**src/rtl/rds_pkg.sv**
```systemverilog
// Shared RDS definitions: offset words, checkword polynomial, encoder state and block index
// types, plus the single-bit step of the checkword LFSR.
package rds_pkg;

    localparam logic [9:0]  OFFSET_A   = 10'h0FC;
    localparam logic [9:0]  OFFSET_B   = 10'h198;
    localparam logic [9:0]  OFFSET_C   = 10'h168;
    localparam logic [9:0]  OFFSET_D   = 10'h1B4;
    localparam logic [10:0] RDS_POLY   = 11'h5B9;
    localparam int unsigned DATA_BITS  = 16;
    localparam int unsigned BLOCK_BITS = 26;

    typedef enum logic [1:0] {LOAD, CRC, SEND} state_t;
    typedef enum logic [1:0] {BLK_A, BLK_B, BLK_C, BLK_D} blk_t;

    function automatic logic [9:0] block_offset(input blk_t blk);
        case (blk)
            BLK_A:   return OFFSET_A;
            BLK_B:   return OFFSET_B;
            BLK_C:   return OFFSET_C;
            default: return OFFSET_D;
        endcase
    endfunction

    // One division step of data*x^10 mod g(x), data fed MSB first.
    function automatic logic [9:0] crc10_step(input logic [9:0] crc, input logic din);
        logic fb;
        fb = din ^ crc[9];
        return {crc[8:0], 1'b0} ^ (fb ? RDS_POLY[9:0] : 10'd0);
    endfunction

endpackage

```
**src/rtl/rds_crc10.sv**
```systemverilog
// Serial RDS checkword generator: start consumes the first data bit, then 15 more bits follow
// on consecutive cycles while busy is high; crc holds the remainder afterwards.
module rds_crc10
    import rds_pkg::*;
(
    input  logic       clk,
    input  logic       reset,
    input  logic       start,
    input  logic       din,
    output logic       busy,
    output logic [9:0] crc
);

    logic [3:0] cnt_reg;
    logic [9:0] crc_reg;

    always_ff @(posedge clk or posedge reset) begin
        if (reset) begin
            cnt_reg <= 4'd0;
            crc_reg <= 10'd0;
        end else if (start) begin
            crc_reg <= crc10_step(10'd0, din);
            cnt_reg <= 4'(DATA_BITS - 1);
        end else if (cnt_reg != 4'd0) begin
            crc_reg <= crc10_step(crc_reg, din);
            cnt_reg <= cnt_reg - 4'd1;
        end
    end

    assign busy = (cnt_reg != 4'd0);
    assign crc  = crc_reg;

endmodule

```
**src/rtl/rds_group_encoder.sv**
```systemverilog
// RDS type-0A group builder and bit serialiser: forms blocks A..D, appends checkword+offset
// and hands out one bit per accepted bit_req.
module rds_group_encoder
    import rds_pkg::*;
#(
    parameter logic [15:0] AF_WORD = 16'hE0CD,
    parameter logic [3:0]  DI_BITS = 4'b0001
) (
    input  logic        clk,
    input  logic        reset,
    input  logic [15:0] pi,
    input  logic [4:0]  pty,
    input  logic        tp,
    input  logic        ta,
    input  logic        ms,
    output logic [2:0]  ps_addr,
    input  logic [7:0]  ps_data,
    input  logic        bit_req,
    output logic        bit_out,
    output logic        bit_valid,
    output logic        group_end,
    output logic [1:0]  seg
);

    state_t      state_reg;
    blk_t        blk_reg;
    logic [1:0]  seg_reg;
    logic [1:0]  load_step_reg;
    logic [3:0]  crc_idx_reg;
    logic [4:0]  bit_cnt_reg;
    logic [15:0] data_reg;
    logic [25:0] shreg_reg;
    logic        pending_reg;
    logic [4:0]  pty_lat_reg;
    logic        tp_lat_reg;
    logic        ta_lat_reg;
    logic        ms_lat_reg;
    logic [2:0]  ps_addr_reg;
    logic        bit_out_reg;
    logic        bit_valid_reg;
    logic        group_end_reg;

    logic        crc_start;
    logic        crc_din;
    logic        crc_busy;
    logic [9:0]  crc_val;
    logic        serve;
    logic        fold_ck;
    logic [15:0] blk_b_word;
    logic [25:0] send_word;

    assign crc_start = (state_reg == CRC) && (crc_idx_reg == 4'd0);
    assign crc_din   = data_reg[4'd15 - crc_idx_reg];

    rds_crc10 u_crc (
        .clk   (clk),
        .reset (reset),
        .start (crc_start),
        .din   (crc_din),
        .busy  (crc_busy),
        .crc   (crc_val)
    );

    assign blk_b_word = {5'b00000, tp_lat_reg, pty_lat_reg, ta_lat_reg, ms_lat_reg,
                         DI_BITS[2'd3 - seg_reg], seg_reg};

    // The checkword lands one cycle after the last data bit; until the first bit of the
    // block leaves, the low 10 bits are taken straight from the generator.
    assign fold_ck   = (bit_cnt_reg == 5'd0) && !crc_busy;
    assign send_word = fold_ck ? {shreg_reg[25:10], crc_val ^ block_offset(blk_reg)}
                               : shreg_reg;
    assign serve     = (state_reg == SEND) && (bit_req || pending_reg);

    always_ff @(posedge clk or posedge reset) begin
        if (reset) begin
            state_reg     <= LOAD;
            blk_reg       <= BLK_A;
            seg_reg       <= 2'd0;
            load_step_reg <= 2'd0;
            crc_idx_reg   <= 4'd0;
            bit_cnt_reg   <= 5'd0;
            data_reg      <= 16'd0;
            shreg_reg     <= 26'd0;
            pending_reg   <= 1'b0;
            pty_lat_reg   <= 5'd0;
            tp_lat_reg    <= 1'b0;
            ta_lat_reg    <= 1'b0;
            ms_lat_reg    <= 1'b0;
            ps_addr_reg   <= 3'd0;
            bit_out_reg   <= 1'b0;
            bit_valid_reg <= 1'b0;
            group_end_reg <= 1'b0;
        end else begin
            group_end_reg <= 1'b0;
            case (state_reg)
                LOAD: begin
                    if (bit_req) pending_reg <= 1'b1;
                    crc_idx_reg <= 4'd0;
                    case (blk_reg)
                        BLK_A: begin
                            data_reg    <= pi;
                            pty_lat_reg <= pty;
                            tp_lat_reg  <= tp;
                            ta_lat_reg  <= ta;
                            ms_lat_reg  <= ms;
                            state_reg   <= CRC;
                        end
                        BLK_B: begin
                            data_reg  <= blk_b_word;
                            state_reg <= CRC;
                        end
                        BLK_C: begin
                            data_reg  <= AF_WORD;
                            state_reg <= CRC;
                        end
                        default: begin
                            // ps_addr already points at 2*seg on entry (set at the end of C).
                            case (load_step_reg)
                                2'd0: begin
                                    ps_addr_reg   <= {seg_reg, 1'b1};
                                    load_step_reg <= 2'd1;
                                end
                                2'd1: begin
                                    data_reg[15:8] <= ps_data;
                                    load_step_reg  <= 2'd2;
                                end
                                default: begin
                                    data_reg[7:0] <= ps_data;
                                    load_step_reg <= 2'd0;
                                    state_reg     <= CRC;
                                end
                            endcase
                        end
                    endcase
                end
                CRC: begin
                    if (bit_req) pending_reg <= 1'b1;
                    crc_idx_reg <= crc_idx_reg + 4'd1;
                    if (crc_idx_reg == 4'(DATA_BITS - 1)) begin
                        state_reg   <= SEND;
                        shreg_reg   <= {data_reg, 10'd0};
                        bit_cnt_reg <= 5'd0;
                    end
                end
                SEND: begin
                    if (serve) begin
                        bit_out_reg   <= send_word[25];
                        bit_valid_reg <= 1'b1;
                        shreg_reg     <= {send_word[24:0], 1'b0};
                        pending_reg   <= 1'b0;
                        bit_cnt_reg   <= bit_cnt_reg + 5'd1;
                        if (bit_cnt_reg == 5'(BLOCK_BITS - 1)) begin
                            state_reg <= LOAD;
                            blk_reg   <= blk_t'(blk_reg + 2'd1);
                            if (blk_reg == BLK_C) ps_addr_reg <= {seg_reg, 1'b0};
                            if (blk_reg == BLK_D) begin
                                group_end_reg <= 1'b1;
                                seg_reg       <= seg_reg + 2'd1;
                            end
                        end
                    end else begin
                        shreg_reg <= send_word;
                    end
                end
                default: state_reg <= LOAD;
            endcase
        end
    end

    assign ps_addr   = ps_addr_reg;
    assign bit_out   = bit_out_reg;
    assign bit_valid = bit_valid_reg;
    assign group_end = group_end_reg;
    assign seg       = seg_reg;

endmodule

```
**config.mk**
```make
export PLATFORM = sky130hd
export DESIGN_NAME = rds_group_encoder
export DESIGN_NICKNAME = d
export VERILOG_FILES = /design/src/rtl/rds_pkg.sv /design/src/rtl/rds_crc10.sv /design/src/rtl/rds_group_encoder.sv
export SDC_FILE = /design/constraint.sdc
export NUM_CORES = 1
export LEC_CHECK = 0
export BUFFER_PORTS_ARGS = -buffer_cell sky130_fd_sc_hd__buf_2
export CAP_MARGIN = 20
export CORE_UTILIZATION = 59
export DETAILED_ROUTE_END_ITERATION = 8
export PLACE_DENSITY = 0.82
export SYNTH_ARGS = -nofsm -noshare
export SYNTH_HDL_FRONTEND = slang
export SYNTH_SLANG_ARGS = --single-unit
export TNS_END_PERCENT = 100
```
**constraint.sdc**
```tcl
create_clock -name clk -period 3.35 [get_ports clk]
set_input_delay 0.335 -clock clk [delete_from_list [all_inputs] [get_ports clk]]
set_output_delay 0.335 -clock clk [all_outputs]
set_load 0.02 [all_outputs]
```
==> metrics <==
gp weighted congestion 0.900; Core ar. 0.00725 mm²; Global Route Usage Sum 27.1%; antenna cells 0; crit path cell chain mux2i_1, mux4_2, mux2i_1, nor3_4, xnor2_1, a221o_1; largest net degree at the start of global routing 46; layout cell share with drive strength beyond 1 17.8%; total power draw 4.41 mW; CTS root buffer clkbuf_8; CP peak stage delay 0.68 ns; H-Tree Depth 3; asr flop ratio synth 100%; crit-path max FO 13; dpl hpwl 7100 µm; Max rail drop VDD 561 µV; Routed wire per std cell 16.5 µm; Post-CTS Repair Setup Buffers 0; fin nets 546; Setup CP Type register to register; TritonRoute pass-1 iters 4; post-synth cell types 45; DRC Markers 0; Largest register FFs 26; FF/Latch Area 0.00220 mm²; area of the multi-input gates 0.00208 mm²; RSZ-0062 raised after global routing false; Die X 88.7 µm; CTS tree done; layout filler cell count 566; Worst-Skew Late Latency 0.36 ns; most frequent cells in the layout dfrtp_1 (88), nand2_1 (79), nor2_1 (42), buf_2 (42), o21ai_0 (34); Syn Area/Cell 9.70 µm²; Vias/cell 5.78; vias in the first global route 3365; area grow syn2layout 11.2%; crit path time final 2.50 ns; Primary FF master, synth dfrtp_1; Top cell by count, worst path mux2i_1; commonest non-fill, non-tap cell in the layout dfrtp_1; status finished clean; utilization after layout 68.0%; slowest CP cell dfrtp_1; total gr overflow 0; Seq cells post-synth 88; Fmax 400 MHz; Final Hold Viols 0; ANT nets after route 0; Mapped Area 0.00443 mm²; CTS buffer count 9; Post-Route WL 9860 µm; cts repair resizes 0; Synth Instances 457; final cell count without fillers 599; Rel. slew slack 29.1%; Die ar. 0.00787 mm²; maxcap violations 0; placed cell count 584; Static Leak 2.36 nW; Ports 43; Post-synth EDFFs 0; Post-Route Setup TNS 0 ns; CP endpoint kind register; Sink Count 88; FP Rows 31; Starting Density 61.1%; PD cells 894 mW/mm²; initial DRC count 256; syn nets 507; initial antenna violation count 0; startpoint types register; clk_skew 0.0124 ns; Clock Pin Slew Worst Setup and Hold Paths 0.09 ns; first-pass GRT wire length 16000 µm; worst hold path type primary input to async pin; Least-Margin Pin Slew 1.06 ns; max-slew violation total from the final report 0; # setup viols final 0; routed via count 3460; Ys Warns 0; CP Data Arrival Time 2.74 ns; hold buffers post-CTS 0; CTS Buffer Depth 2; Die H 88.7 µm; Final Cycle Share 74.7%; required time of the critical path 3.58 ns; IO buf count 42; post-synthesis sequential area ratio 49.7%
==> cells by family (layout without fill, tap and decap cells) <==
| kind of cell | Yosys count | count (layout) | synth area share [%] |
|---|---|---|---|
| muxes | 27 | 27 | 6.80 |
| DFF | 88 | 88 | 49.7 |
| xor gates and xnor gates | 18 | 18 | 3.56 |
| buffers and inverters | 36 | 79 | 3.39 |
| adders and majority gates | 15 | 15 | 4.23 |
| AOI/OAI and AO/OA | 116 | 116 | 16.7 |
| and+or+nand+nor | 157 | 157 | 15.7 |
==> layer usage <==
layer	vias to the layer above	routed length [µm]	part of all wire (%)	global-route usage (%)
met5	-	0	0	0
met4	0	161	1.6	9.53
met3	16	470	4.8	6.44
met2	107	4850	49	45.9
met1	1664	4390	44	34.0
li1	1673	-	-	-
==> final timing paths <==
| check | startpoint | to | slack (ns) | depth (start not counted) |
|---|---|---|---|---|
| worst max-delay path | crc_idx_reg[0] | u_crc.crc[8] | 0.85 | 6 |
| worst min-delay path | reset | shreg_reg[17] | 0.08 | 2 |
| worst max register to register | crc_idx_reg[0] | u_crc.crc[8] | 0.85 | 6 |
| worst min register to register | bit_valid | bit_valid | 0.47 | 1 |
| max in group asynchronous | reset | u_crc.crc[8] | 2.32 | 3 |
| min in group clk | pty[4] | pty_lat_reg[4] | 0.19 | 2 |
==> Yosys cell counts, drive strengths merged, types with 3 or more instances <==
master  count  share of area, %
dfrtp      88                50
xnor2      10               2.0
a21oi      29               3.3
nand2      79               6.7
o31ai      10               1.7
a22oi      14               2.4
a221oi      7               1.4
mux2       15               3.8
buf         4              0.68
nand2b      4              0.56
nor3        8               1.2
inv        14               1.2
xor2        8               1.6
nor2b       3              0.42
or2         3              0.42
a221o       8               1.8
or3         4              0.56
a21o        3              0.51
o21ai      37               4.2
clkbuf     18               1.5
nand3       3              0.34
ha         15               4.2
nor2       42               3.6
mux2i      11               2.5
==> worst max-delay path: cells and delay by family (launching register included) <==
family          cells  cell delay (ns)
simple gates        1             0.37
flops               1             0.68
compound gates      1             0.37
xor+xnor            1             0.12
mux                 3             0.84
==> stage by stage <==
stage	instance area, µm²	hold WS (ns)	worst slack, ns
after CTS	4930	0.114	0.859
after global routing	4930	0.147	0.704
final	4930	0.0798	0.849
after detailed placement	4730	0.451	0.920
after global placement	4730	0.447	1.02
after floorplan	4430	0.439	0.736
==> cell type report <==
cell class                 count  share of cell area [%]
sequential                    88                    44.7
multi-input combinational    333                    42.2
timing repair buffer          50                    5.48
clock buffer                   9                    2.51
tap                           99                    2.51
clock inverter                 6                    1.50
inverter                      14                    1.09
==> where the power goes <==
| part | switching, mW | internal, mW |
|---|---|---|
| logic | 0.947 | 0.812 |
| registers | 0.415 | 1.48 |
| clock network | 0.401 | 0.353 |
| total | 1.76 | 2.65 |
(Power assumes the default switching activity.)
